$ cat src/rtl/gearbox_128b130b_tx_if.sv
// Payload handshake, framed output and status bundle of the 128b/130b Tx gearbox.
// The producer/serializer side uses master; the gearbox uses slave.
interface gearbox_128b130b_tx_if #(
  parameter int DATA_W = 8
);
  localparam int WPB   = 128 / DATA_W;
  localparam int IDX_W = (WPB > 1) ? $clog2(WPB) : 1;

  logic              bypass;
  logic              in_valid;
  logic              in_ready;
  logic [DATA_W-1:0] in_data;
  logic              in_k;
  logic              out_valid;
  logic [DATA_W-1:0] out_data;
  logic [IDX_W-1:0]  word_idx;
  logic              blk_err;

  modport master (
    output bypass, in_valid, in_data, in_k,
    input  in_ready, out_valid, out_data, word_idx, blk_err
  );

  modport slave (
    input  bypass, in_valid, in_data, in_k,
    output in_ready, out_valid, out_data, word_idx, blk_err
  );
endinterface

$ cat src/rtl/gearbox_128b130b_tx.sv
// 128b/130b transmit framer: prepends a 2-bit sync header to every 128-bit block and
// repacks the 130-bit stream into DATA_W-bit words; bypass passes words through unframed.
module gearbox_128b130b_tx #(
  parameter int DATA_W = 8
) (
  input  logic                 clk_8G,
  input  logic                 rst_8G,
  gearbox_128b130b_tx_if.slave gb
);

  localparam int WPB   = 128 / DATA_W;
  localparam int BUF_W = 2 * DATA_W + 2;
  localparam int IDX_W = (WPB > 1) ? $clog2(WPB) : 1;
  // One spare bit so occ + need never wraps before the capacity compare.
  localparam int OCC_W = $clog2(BUF_W + 1) + 1;

  typedef enum logic {
    MODE_FRAME  = 1'b0,
    MODE_BYPASS = 1'b1
  } mode_e;

  mode_e             mode_q, mode_d;
  logic [BUF_W-1:0]  buf_q, buf_d;
  logic [OCC_W-1:0]  occ_q, occ_d;
  logic [IDX_W-1:0]  widx_q, widx_d;
  logic [DATA_W-1:0] out_data_q, out_data_d;
  logic              out_valid_q, out_valid_d;
  logic              blk_err_q, blk_err_d;

  logic              mode_chg;
  logic              blk_start;
  logic              drain;
  logic              fits;
  logic              in_ready;
  logic              accept;
  logic [1:0]        hdr;
  logic [OCC_W-1:0]  occ_left;
  logic [OCC_W-1:0]  need;
  logic [BUF_W-1:0]  buf_left;
  logic [BUF_W-1:0]  ins;

  // Handshake and datapath terms shared by both modes.
  always_comb begin
    mode_d    = gb.bypass ? MODE_BYPASS : MODE_FRAME;
    mode_chg  = (mode_d != mode_q);
    blk_start = (widx_q == '0);
    drain     = (occ_q >= OCC_W'(DATA_W));
    occ_left  = drain ? (occ_q - OCC_W'(DATA_W)) : occ_q;
    buf_left  = drain ? (buf_q >> DATA_W) : buf_q;
    need      = blk_start ? OCC_W'(DATA_W + 2) : OCC_W'(DATA_W);
    fits      = ((occ_left + need) <= OCC_W'(BUF_W));

    // The mode-change cycle flushes the buffer, so no word is taken in that cycle.
    if (rst_8G || mode_chg) begin
      in_ready = 1'b0;
    end else if (gb.bypass) begin
      in_ready = 1'b1;
    end else begin
      in_ready = fits;
    end

    accept = gb.in_valid && in_ready;
    hdr    = gb.in_k ? 2'b01 : 2'b10;
    ins    = blk_start ? BUF_W'({gb.in_data, hdr}) : BUF_W'(gb.in_data);
  end

  always_comb begin
    // NOTE: every variable gets a default first so no path leaves it unassigned,
    // which would otherwise infer a latch.
    buf_d       = buf_q;
    occ_d       = occ_q;
    widx_d      = widx_q;
    out_data_d  = out_data_q;
    out_valid_d = 1'b0;
    blk_err_d   = 1'b0;

    if (mode_chg) begin
      buf_d     = '0;
      occ_d     = '0;
      widx_d    = '0;
      blk_err_d = (occ_q != '0) || !blk_start;
    end else if (gb.bypass) begin
      buf_d       = '0;
      occ_d       = '0;
      widx_d      = '0;
      out_data_d  = gb.in_data;
      out_valid_d = gb.in_valid;
    end else begin
      blk_err_d = !blk_start && in_ready && !gb.in_valid;

      if (drain) begin
        out_data_d  = buf_q[DATA_W-1:0];
        out_valid_d = 1'b1;
      end

      buf_d = buf_left;
      occ_d = occ_left;

      // New bits land directly above whatever survives this cycle's drain.
      if (accept) begin
        buf_d  = buf_left | (ins << occ_left);
        occ_d  = occ_left + need;
        widx_d = (widx_q == IDX_W'(WPB - 1)) ? '0 : widx_q + 1'b1;
      end
    end
  end

  always_ff @(posedge clk_8G or posedge rst_8G) begin
    if (rst_8G) begin
      mode_q      <= MODE_FRAME;
      buf_q       <= '0;
      occ_q       <= '0;
      widx_q      <= '0;
      out_data_q  <= '0;
      out_valid_q <= 1'b0;
      blk_err_q   <= 1'b0;
    end else begin
      // NOTE: non-blocking assignments so every register samples the pre-edge values
      // computed above, independent of statement order.
      mode_q      <= mode_d;
      buf_q       <= buf_d;
      occ_q       <= occ_d;
      widx_q      <= widx_d;
      out_data_q  <= out_data_d;
      out_valid_q <= out_valid_d;
      blk_err_q   <= blk_err_d;
    end
  end

  assign gb.in_ready  = in_ready;
  assign gb.out_valid = out_valid_q;
  assign gb.out_data  = out_data_q;
  assign gb.word_idx  = widx_q;
  assign gb.blk_err   = blk_err_q;

endmodule

$ cat src/flat_wrapper.sv
// flat-port wrapper written by rule: the top's interface ports become plain ports
module gearbox_128b130b_tx_flat 
#(
  parameter int DATA_W = 8
)
  (clk_8G, rst_8G, gb_bypass, gb_in_valid, gb_in_data, gb_in_k, gb_in_ready, gb_out_valid, gb_out_data, gb_word_idx, gb_blk_err);
  gearbox_128b130b_tx_if #(.DATA_W(DATA_W)) gb_i ();
  input  logic clk_8G;
  input  logic rst_8G;
  input wire logic [$bits(gb_i.bypass)-1:0] gb_bypass;
  input wire logic [$bits(gb_i.in_valid)-1:0] gb_in_valid;
  input wire logic [$bits(gb_i.in_data)-1:0] gb_in_data;
  input wire logic [$bits(gb_i.in_k)-1:0] gb_in_k;
  output wire logic [$bits(gb_i.in_ready)-1:0] gb_in_ready;
  output wire logic [$bits(gb_i.out_valid)-1:0] gb_out_valid;
  output wire logic [$bits(gb_i.out_data)-1:0] gb_out_data;
  output wire logic [$bits(gb_i.word_idx)-1:0] gb_word_idx;
  output wire logic [$bits(gb_i.blk_err)-1:0] gb_blk_err;
  assign gb_i.bypass = gb_bypass;
  assign gb_i.in_valid = gb_in_valid;
  assign gb_i.in_data = gb_in_data;
  assign gb_i.in_k = gb_in_k;
  assign gb_in_ready = gb_i.in_ready;
  assign gb_out_valid = gb_i.out_valid;
  assign gb_out_data = gb_i.out_data;
  assign gb_word_idx = gb_i.word_idx;
  assign gb_blk_err = gb_i.blk_err;
  gearbox_128b130b_tx #(.DATA_W(DATA_W)) u_core (.clk_8G(clk_8G), .rst_8G(rst_8G), .gb(gb_i));
endmodule
$ cat config.mk
export PLATFORM = sky130hd
export DESIGN_NAME = gearbox_128b130b_tx_flat
export DESIGN_NICKNAME = d
export VERILOG_FILES = /design/src/rtl/gearbox_128b130b_tx_if.sv /design/src/rtl/gearbox_128b130b_tx.sv /design/src/flat_wrapper.sv
export SDC_FILE = /design/constraint.sdc
export NUM_CORES = 1
export LEC_CHECK = 0
export BUFFER_PORTS_ARGS = -buffer_cell sky130_fd_sc_hd__buf_4
export CORE_MARGIN = 2
export CORE_UTILIZATION = 53
export DETAILED_ROUTE_END_ITERATION = 8
export MAX_ROUTING_LAYER = met4
export PLACE_DENSITY_LB_ADDON = 0.2
export SKIP_CTS_REPAIR_TIMING = 1
export SLEW_MARGIN = 15
export SYNTH_ARGS = -nofsm -noshare
export SYNTH_HDL_FRONTEND = slang
export SYNTH_SLANG_ARGS = --single-unit
$ cat constraint.sdc
create_clock -name clk_8G -period 3.8 [get_ports clk_8G]
set_clock_uncertainty 0.15 [all_clocks]
set_input_delay 1.14 -clock clk_8G [delete_from_list [all_inputs] [get_ports clk_8G]]
set_output_delay 1.14 -clock clk_8G [all_outputs]
set_load 0.01 [all_outputs]
After elaboration in Yosys (flattened, before gate mapping)
Index checks and enable logic that the tools add are counted.

operators by class
  $lt $le $gt $ge = 2
  shifts and indexed selects = 1
  mux-type cells = 25
  add/subtract/negate cells = 3
  eq/ne operators = 2
  bitwise logic cells = 2
  reduce and logical (&&, ||, !) cells = 12

operators with widths
  kind                                                                count
  2-to-1 mux 18 bit                                                   4
  2-to-1 mux 6 bit                                                    4
  OR 18 bit                                                           1
  left shift 18 x 6 -> 18 bit                                         1
  2-to-1 mux 4 bit                                                    4
  2-to-1 mux 8 bit                                                    2
  2-to-1 mux 10 bit                                                   1
  2-to-1 mux 1 bit                                                    8
  adder 6 bit                                                         1
  greater-or-equal comparator 6 x 4 -> 1 bit (second input constant)  1
  <= comparator 6 x 5 -> 1 bit (second input constant)                1
  nonzero test 6 bit                                                  1
  subtractor 6 x 4 -> 6 bit (second input constant)                   1
  adder 4 x 1 -> 4 bit (second input constant)                        1
  == test 4 bit (second input constant)                               1
  logical NOT 4 bit                                                   1
  2-to-1 mux 2 bit                                                    2
  logical AND 1 bit                                                   3
  nonzero test 3 bit                                                  1
  logical NOT 1 bit                                                   2
  logical OR 1 bit                                                    2
  AND reduction 2 bit                                                 1
  nonzero test 2 bit                                                  1
  != test 1 bit                                                       1
  NOT 1 bit                                                           1

word-level totals
  register bits after elaboration = 39
  logic and storage cells = 54

Depth between registers and ports, before layout
Gate-level depths: netlist of the first run.

  word-level depth = 10
  gate-level depth with buffers = 13
  gate-level depth less buffers = 11

Worst setup path after synthesis of the first run
OpenSTA, ideal clock, no wires.

  kind = flip-flop to output port
  start = register u_core.widx_q[0] (netlist: u_core.gb.word_idx[0])
  end = output port gb_in_ready
  data required time = 2510 ps
  slack = -207 ps
  arrival time = 2717 ps
  cell stages (with the launch flop) = 14
  path buffers = 2
  cell sequence = dfrtp_1 -> inv_1 -> ha_1 -> nor3b_4 -> buf_4 -> ha_1 -> ha_1 -> nand2_1 -> o2111a_1 -> nor4_2 -> o21a_1 -> buf_6 -> nand2_1 -> a21oi_1

between the ends
  word-level cells in the longest chain between the ends = 6

ends and longest elaborated chain
  item                          line                        RTL
  start: declaration            gearbox_128b130b_tx.sv:25   logic [IDX_W-1:0] widx_q, widx_d;
  start signal: assignment      gearbox_128b130b_tx.sv:123  widx_q <= widx_d;
  logical NOT 4 bit             gearbox_128b130b_tx.sv:46   blk_start = (widx_q == '0);
  2-to-1 mux 2 bit              gearbox_128b130b_tx.sv:50   need = blk_start ? OCC_W'(DATA_W + 2) : OCC_W'(DATA_W);
  adder 6 bit                   gearbox_128b130b_tx.sv:51   fits = ((occ_left + need) <= OCC_W'(BUF_W));
  <= comparator 6 x 5 -> 1 bit  gearbox_128b130b_tx.sv:51
  2-to-1 mux 1 bit              gearbox_128b130b_tx.sv:56   end else if (gb.bypass) begin
  2-to-1 mux 1 bit              gearbox_128b130b_tx.sv:54   if (rst_8G || mode_chg) begin
  end: declaration              flat_wrapper.sv:14          output wire logic [$bits(gb_i.in_ready)-1:0] gb_in_ready;

Every way passes these cells.

Worst setup path in the final report of the first run
Ends and elaborated chain as after synthesis.

==> metrics.md, run 1 <==
| Metric | Value |
|---|---|
| Seq pwr share | 36.3% |
| Die W | 72.5 um |
| CP required | 2.51 ns |
| Final period demand of the worst path | 3.83 ns |
| Distinct cells, synth | 52 |
| Drt wl/cell | 17.8 um |
| Commonest non-fill, non-tap cell in the layout | buf_4 |
| Port-buffer cells | 27 |
| Global-route wire length before repair | 9.99 mm |
| Final hold violation count | 0 |
| Unrepaired setup endpoints after global routing | true |
| First-pass iteration count of the detailed router | 4 |
| Cell Area, Synth | 2490 sq um |
| Flip-flop and latch count after synthesis | 38 |
| H-tree level count | 2 |
| Vias in the first global route | 1944 |
| Logic pwr share | 37.0% |
| Internal | 0.840 mW |
| Clk pwr share | 26.6% |
| Post-DP HPWL | 4.41 mm |
| Final max-slew violation count | 0 |
| Slew @ Worst Pin | 0.759 ns |
| Num CTS Buffers | 5 |
| Area of the core | 4440 sq um |
| Total gr overflow | 0 |
| LEAKAGE | 1.35 nW |
| Setup violators final | 1 |
| Worst-skew pair later-pin latency | 0.30 ns |
| Post-synthesis net count | 280 |
| Setup crit start kind | register |
| Tcrit/Tclk final | 101% |
| Psw | 0.450 mW |
| Gpl congestion | 0.971 |
| Outcome | finished with violations |
| Post-route ant nets | 0 |
| Power, Total | 1.29 mW |
| Sw Ratio | 34.9% |
| Highest clock rate | 0.261 GHz |
| Ant diodes | 0 |
| Crit-path max FO | 5 |
| Antenna violations before repair | 0 |
| Worst setup EP type | output pin |
| Inst Count DP | 335 |
| Clock-pin transition on the worst setup and hold timing paths | 0.07 ns |
| Max_cap viols | 0 |
| Post-synthesis sequential area ratio | 38.2% |
| Final setup margin | -0.0328 ns |
| Final non-filler cell total | 347 |
| Max VDD drop | 0.000244 V |
| Routed WL | 6.19 mm |
| Site Rows | 24 |
| Yosys warnings | 0 |
| Avg Inst Size Synth | 9.56 sq um |
| Rel. slew slack | 49.1% |
| Initial DRC count | 223 |
| PwrDens | 438 nW/um^2 |
| Die span in y | 72.5 um |
| Bufs on Longest Clock Path | 2 |
| Largest net degree at the start of global routing | 31 |
| Violated checks | negative setup slack |
| Reg2Reg Setup Slack | 0.91 ns |
| Die Area | 5250 sq um |
| Hold WS | 0.354 ns |
| Sink Count | 38 |
| Vias | 2132 |
| WP data arrival | 2.54 ns |
| I/O pin count | 28 |
| Highest-count cells in the layout ignoring fill and taps | buf_4 (40), dfrtp_1 (36), mux2i_1 (34), a21oi_1 (24), nor2_1 (23) |
| DR vias/cell | 6.14 |
| CTS tree | yes |
| Mapped Cells | 260 |
| Layout area overhead | 18.5% |
| Remaining DRCs | 0 |
| Share of cells above drive strength 1 | 25.8% |
| Nets | 314 |
| Fin util | 66.3% |
| Root Buffer Master | clkbuf_8 |
| WS Path Type | register to output pin |
| Total GRT Usage | 25.8% |
| Initial cell density of the core | 55.9% |
| Hold Path Class | register to register |
==> layer usage <==
metal  up-vias  track usage [%]  wire (um)
li1       1030                -          -
met1      1013             35.6       2860
met2        78             38.1       2760
met3        11             5.83        456
met4         0             7.61        116
met5         -                -          0
==> final timing paths <==
path / cells past startpoint / from / endpoint
max in group asynchronous: 3 / rst_8G / u_core.buf_q[9]$_DFF_PP0_
worst max register to register: 13 / u_core.gb.word_idx[0]$_DFFE_PP0P_ / u_core.occ_q[4]$_DFF_PP0_
worst min-delay path: 1 / u_core.buf_q[16]$_DFF_PP0_ / u_core.buf_q[16]$_DFF_PP0_
worst max-delay path: 12 / u_core.gb.word_idx[0]$_DFFE_PP0P_ / gb_in_ready
min in group asynchronous: 2 / rst_8G / u_core.gb.out_valid$_DFF_PP0_
worst min register to register: 1 / u_core.buf_q[16]$_DFF_PP0_ / u_core.buf_q[16]$_DFF_PP0_
==> synth_stat cells, drive strengths merged <==
| cell type | n | share of area, % |
|---|---|---|
| a221o | 1 | 0.40 |
| and2 | 2 | 0.50 |
| and3 | 3 | 0.75 |
| o2111ai | 1 | 0.35 |
| o2111a | 1 | 0.45 |
| mux2i | 35 | 14 |
| mux2 | 5 | 2.3 |
| dfrtp | 38 | 38 |
| nand3 | 8 | 2.0 |
| nor3 | 4 | 1.0 |
| clkbuf | 8 | 1.2 |
| xor2 | 1 | 0.35 |
| a21bo | 1 | 0.40 |
| ha | 7 | 3.5 |
| nor2b | 2 | 0.50 |
| o22ai | 9 | 2.3 |
| nand4 | 2 | 0.50 |
| o32ai | 3 | 1.7 |
| nand2 | 18 | 2.8 |
| or3b | 1 | 0.45 |
| a41oi | 1 | 0.35 |
| a22oi | 4 | 1.2 |
| a211o | 1 | 0.35 |
| a21oi | 25 | 5.0 |
| a221oi | 2 | 0.96 |
| or3 | 5 | 1.3 |
| inv | 9 | 1.4 |
| o21a | 1 | 0.30 |
| buf | 5 | 1.9 |
| nor2 | 23 | 3.5 |
| nor4 | 3 | 1.0 |
| o21ai | 17 | 3.4 |
| nor3b | 4 | 2.1 |
| o211ai | 2 | 0.60 |
| or2 | 2 | 0.50 |
| a21o | 1 | 0.30 |
| a22o | 2 | 0.70 |
| a2111oi | 1 | 0.60 |
| and4 | 2 | 0.81 |
==> stage by stage <==
stage	setup slack, ns	setup TNS (ns)	instance area, sq um
2_1_floorplan	0.0257	0	2520
3_3_place_gp	0.337	0	2780
3_5_place_dp	0.197	0	2780
4_1_cts	-0.142	-0.142	2880
5_1_grt	-0.167	-0.167	2950
6_report	-0.0328	-0.0328	2950
==> registers in the layout (all words and copies together) (netlist names) <==
signal	count
u_core.gb.out_data	8
u_core.mode_q	1
u_core.gb.blk_err	1
u_core.buf_q	18
u_core.gb.word_idx	4
u_core.occ_q	5
u_core.gb.out_valid	1
==> power by group through the flow <==
stage	Sequential, mW	Combinational [mW]	Clock, mW
floorplan	0.484	0.317	0
global placement	0.474	0.453	0
detailed placement	0.476	0.457	0
CTS	0.468	0.460	0.352
global route	0.473	0.524	0.365
finish	0.469	0.478	0.343
==> logic make-up after synthesis <==
kind of cell | synth area share (%)
AOI/OAI and AO/OA | 19.4
xor gates and xnor gates | 0.352
and+or+nand+nor | 17.7
buffers and inverters | 4.43
adders and majority gates | 3.52
muxes | 16.4
DFF | 38.2
==> critical path, stage by stage (launching register included) <==
cell and delay (ns):
dfrtp_2 0.44, inv_2 0.09, ha_4 0.12, nor3b_4 0.22, ha_4 0.18, buf_4 0.11, nand2_1 0.09, a21o_1 0.21
a221o_1 0.31, o21a_1 0.20, nand2_1 0.08, a21oi_2 0.06, buf_4 0.14
==> cell type report <==
class                           instances  area, sq um
Timing Repair Buffer                   40          300
Fill cell                             394         1500
Multi-Input combinational cell        200         1490
Tap cell                               52         65.1
Inverter                                9         33.8
Clock inverter                          1         30.0
Clock buffer                            7         76.3
Sequential cell                        38          953
Power figures use the tool's default switching activity.
==> run 2: changes to the inputs <==
- CELL_PAD_IN_SITES_DETAIL_PLACEMENT: not set -> 1
- CELL_PAD_IN_SITES_GLOBAL_PLACEMENT: not set -> 1
- CORE_UTILIZATION: 53 -> 49
- clock period: 3.8 -> 4.7 ns (I/O delays scaled with it)
==> metrics.md, run 2 (same netlist as run 1, synthesis figures left out) <==
| Metric | Value |
|---|---|
| Die Area | 5660 sq um |
| Final period demand of the worst path | 4.42 ns |
| Post-route ant nets | 0 |
| Remaining DRCs | 0 |
| Gpl congestion | 0.932 |
| Routed WL | 7.21 mm |
| Global-route wire length before repair | 11.6 mm |
| Num CTS Buffers | 5 |
| Post-DP HPWL | 5.26 mm |
| Delay-heaviest family, CP | simple AND/OR/NAND/NOR gates |
| Worst-skew pair later-pin latency | 0.29 ns |
| Unrepaired setup endpoints after global routing | false |
| Fin util | 58.7% |
| Total GRT Usage | 28.6% |
| Highest-count cells in the layout ignoring fill and taps | dfrtp_1 (38), mux2i_1 (35), buf_4 (34), a21oi_1 (25), nor2_1 (23) |
| Total area of sequential cells | 951 sq um |
| Ant diodes | 0 |
| Highest clock rate | 0.226 GHz |
| Final setup margin | 0.278 ns |
| First-pass iteration count of the detailed router | 4 |
| Clock-pin transition on the worst setup and hold timing paths | 0.07 ns |
| Setup violators final | 0 |
| Area of the multi-input gates | 1430 sq um |
| Most used cell, CP | ha_1 |
| Final hold violation count | 0 |
| I/O pin count | 28 |
| Instance count on the critical path | 12 |
| Antenna violations before repair | 0 |
| Reg with most FFs | u_core.buf_q |
| Max VDD drop | 0.000132 V |
| Rel. slew slack | 32.3% |
| Slew @ Worst Pin | 1.01 ns |
| Slowest library cell on the worst path | dfrtp_1 |
| R2R depth | 11 |
| Final max-slew violation count | 0 |
| Initial DRC count | 130 |
| LEAKAGE | 1.30 nW |
| Die span in y | 75.2 um |
| Vias | 2185 |
| Bufs on Longest Clock Path | 2 |
| CP required | 3.14 ns |
| Drt wl/cell | 20.3 um |
| Die W | 75.2 um |
| H-tree level count | 2 |
| CTS tree | yes |
| DR vias/cell | 6.15 |
| Filler Cells Inserted | 570 |
| Crit-path cells | inv_1, ha_1, nor3b_4, ha_1, ha_1, nand2_1, o2111a_1, nor4_2, o21a_2, nand2_1, a21oi_1, buf_4 |
| Largest net degree at the start of global routing | 22 |
| Tcrit/Tclk final | 94.1% |
| WP data arrival | 2.86 ns |
| Largest register FFs | 18 |
| PwrDens | 346 nW/um^2 |
| Share of cells above drive strength 1 | 21.2% |
| WS Path Type | register to output pin |
| Nets | 308 |
| Area of the core | 4820 sq um |
| Site Rows | 25 |
| Vias in the first global route | 2280 |
| Sink Count | 38 |
| Worst setup EP type | output pin |
| Layout area overhead | 13.7% |
| Hold WS | 0.339 ns |
| Crit-path max FO | 6 |
| Crit path largest cell delay | 0.44 ns |
| Hold Path Class | register to register |
| Worst slack, placed | 0.368 ns |
| Initial cell density of the core | 51.6% |
| Setup crit start kind | register |
| Max_cap viols | 0 |
| Total gr overflow | 0 |
| Hold path cells | 2 |
| Outcome | finished clean |
| Port-buffer cells | 27 |
| CP bufs+invs | 2 |
| Root Buffer Master | clkbuf_8 |
| Commonest non-fill, non-tap cell in the layout | dfrtp_1 |
==> run 2: tightest hold or removal path: stages (launching register included) <==
cell and delay [ns]:
dfrtp_1 0.35, nand2_1 0.05, o21ai_1 0.06
==> run 2: per-layer routing <==
metal  track usage (%)  part of all wire [%]
met5                 -                     0
met4              8.97                   1.4
met3              5.62                   4.2
met2              46.6                    49
met1              36.0                    46
==> run 2: area by class of cell <==
type | count | area share [%]
tap | 67 | 2.97
inverter | 9 | 1.20
multi-input combinational | 200 | 50.5
sequential | 38 | 33.6
timing repair buffer | 34 | 9.03
clock buffer | 7 | 2.70
==> run 2: final timing paths <==
check	start	end	slack, ns
worst max-delay path	u_core.gb.word_idx[0]$_DFFE_PP0P_	gb_in_ready	0.28
worst min-delay path	u_core.buf_q[15]$_DFF_PP0_	u_core.buf_q[15]$_DFF_PP0_	0.34
worst max register to register	u_core.gb.word_idx[0]$_DFFE_PP0P_	u_core.gb.word_idx[3]$_DFFE_PP0P_	1.20
worst min register to register	u_core.buf_q[15]$_DFF_PP0_	u_core.buf_q[15]$_DFF_PP0_	0.34
max in group asynchronous	rst_8G	u_core.buf_q[14]$_DFF_PP0_	2.59
min in group asynchronous	rst_8G	u_core.gb.blk_err$_DFF_PP0_	1.14
==> run 2: power breakdown <==
| group | switching (mW) | leakage, nW | internal, mW |
|---|---|---|---|
| registers | 0.0200 | 0.506 | 0.358 |
| clock network | 0.114 | 0.0383 | 0.102 |
| logic | 0.233 | 0.759 | 0.152 |
==> run 2: through the flow <==
step	setup TNS (ns)	area (sq um)	total power, mW	std cells
6_report	0	2830	0.978	355
5_1_grt	0	2830	1.03	355
4_1_cts	-0.0102	2820	0.975	354
3_5_place_dp	0	2740	0.753	347
3_3_place_gp	0	2740	0.740	347
2_1_floorplan	0	2490	0.644	260
==> run 3: changes to the inputs <==
- CORE_UTILIZATION: 49 -> 35
==> metrics.md, run 3 (same netlist as run 1, synthesis figures left out) <==
| Metric | Value |
|---|---|
| Worst-skew pair later-pin latency | 0.30 ns |
| Worst setup EP type | output pin |
| Layout area overhead | 16.4% |
| Die W | 88.3 um |
| Die span in y | 88.3 um |
| Vias in the first global route | 2057 |
| Port-buffer cells | 27 |
| Largest register FFs | 18 |
| Nets | 308 |
| DR vias/cell | 5.37 |
| Hold Path Class | register to register |
| First-pass iteration count of the detailed router | 4 |
| Fin util | 42.4% |
| Max_cap viols | 0 |
| Final Instance Area | 2890 sq um |
| Drt wl/cell | 17.7 um |
| Antenna violations before repair | 0 |
| Post-DP HPWL | 5.03 mm |
| Post-route ant nets | 0 |
| Highest clock rate | 0.226 GHz |
| Hold WS | 0.361 ns |
| Routed WL | 6.80 mm |
| Met2 wire len | 2.91 mm |
| Remaining DRCs | 0 |
| Metal-1 WL | 3.52 mm |
| CTS tree | yes |
| Gpl congestion | 0.820 |
| Final non-filler cell total | 385 |
| Final hold violation count | 0 |
| Largest net degree at the start of global routing | 27 |
| WP data arrival | 2.86 ns |
| PwrDens | 346 nW/um^2 |
| Sink Count | 38 |
| Commonest non-fill, non-tap cell in the layout | dfrtp_1 |
| Site Rows | 30 |
| Root Buffer Master | clkbuf_8 |
| Total gr overflow | 0 |
| Outcome | finished clean |
| CP required | 3.14 ns |
| Clock-pin transition on the worst setup and hold timing paths | 0.08 ns |
| Inst Count DP | 375 |
| Slew @ Worst Pin | 1.04 ns |
| Die Area | 7790 sq um |
| Reg with most FFs | u_core.buf_q |
| Setup crit start kind | register |
| Global-route wire length before repair | 10.9 mm |
| Placed cell areas | 2780 sq um |
| Highest-count cells in the layout ignoring fill and taps | dfrtp_1 (38), mux2i_1 (35), buf_4 (33), a21oi_1 (25), nor2_1 (23) |
| DR top layer | met4 |
| Crit-path max FO | 6 |
| Final max-slew violation count | 0 |
| Max VDD drop | 0.0000982 V |
| WS Path Type | register to output pin |
| Initial DRC count | 81 |
| Setup violators final | 0 |
| Final period demand of the worst path | 4.42 ns |
| Setup_tns | 0 ns |
| Met3 WL | 299 um |
| Initial cell density of the core | 36.4% |
| Vias | 2068 |
| Rel. slew slack | 30.3% |
| Tcrit/Tclk final | 94.0% |
| Share of cells above drive strength 1 | 22.1% |
| LEAKAGE | 1.32 nW |
| Area of the core | 6830 sq um |
| Num CTS Buffers | 5 |
| H-tree level count | 2 |
| Total GRT Usage | 18.8% |
| Ant diodes | 0 |
| Bufs on Longest Clock Path | 2 |
| I/O pin count | 28 |
| Filler Cells Inserted | 821 |
[run 3: final timing paths]
kind	start	to	slack [ns]	cells past startpoint
worst max-delay path	u_core.gb.word_idx[0]$_DFFE_PP0P_	gb_in_ready	0.28	12
worst min-delay path	u_core.buf_q[16]$_DFF_PP0_	u_core.buf_q[16]$_DFF_PP0_	0.36	1
worst max register to register	u_core.gb.word_idx[0]$_DFFE_PP0P_	u_core.gb.word_idx[3]$_DFFE_PP0P_	1.38	11
worst min register to register	u_core.buf_q[16]$_DFF_PP0_	u_core.buf_q[16]$_DFF_PP0_	0.36	1
max in group asynchronous	rst_8G	u_core.buf_q[3]$_DFF_PP0_	2.84	3
min in group asynchronous	rst_8G	u_core.gb.out_valid$_DFF_PP0_	1.02	2
[run 3: area by class of cell]
| type | count | area, sq um | area share (%) |
|---|---|---|---|
| clock buffers | 6 | 82.6 | 2.85 |
| clock inverters | 2 | 12.5 | 0.432 |
| inverters | 9 | 33.8 | 1.17 |
| multi-input cells | 200 | 1430 | 49.3 |
| flip-flops and latches | 38 | 951 | 32.9 |
| well taps | 96 | 120 | 4.15 |
| repair buffers | 34 | 268 | 9.25 |
[run 3: worst max-delay path, cell delays in order, from the launching register on]
cell and delay, ns:
dfrtp_1 0.44, inv_1 0.10, ha_1 0.14, nor3b_4 0.18, ha_1 0.21, ha_1 0.25
nand2_1 0.12, o2111a_1 0.16, nor4_2 0.33, o21a_2 0.22, nand2_1 0.07, a21oi_1 0.19
buf_4 0.15
[run 3: per-stage QoR]
step | total power, mW | setup WS [ns]
final | 1.00 | 0.284
after CTS | 1.00 | 0.0253
after floorplan | 0.644 | 0.423
after global routing | 1.07 | -0.0111
after global placement | 0.749 | 0.504
after detailed placement | 0.752 | 0.377
[run 3: routing by layer]
metal,vias up,track usage (%)
li1,1016,-
met1,1006,27.7
met2,38,27.1
met3,8,2.89
met4,0,4.13
met5,-,-
[run 3: power by group]
group | total, mW | switching, mW | leakage, nW | internal, mW
sequential | 0.377 | 0.0196 | 0.506 | 0.357
combinational | 0.381 | 0.223 | 0.764 | 0.158
clock | 0.245 | 0.127 | 0.0472 | 0.118
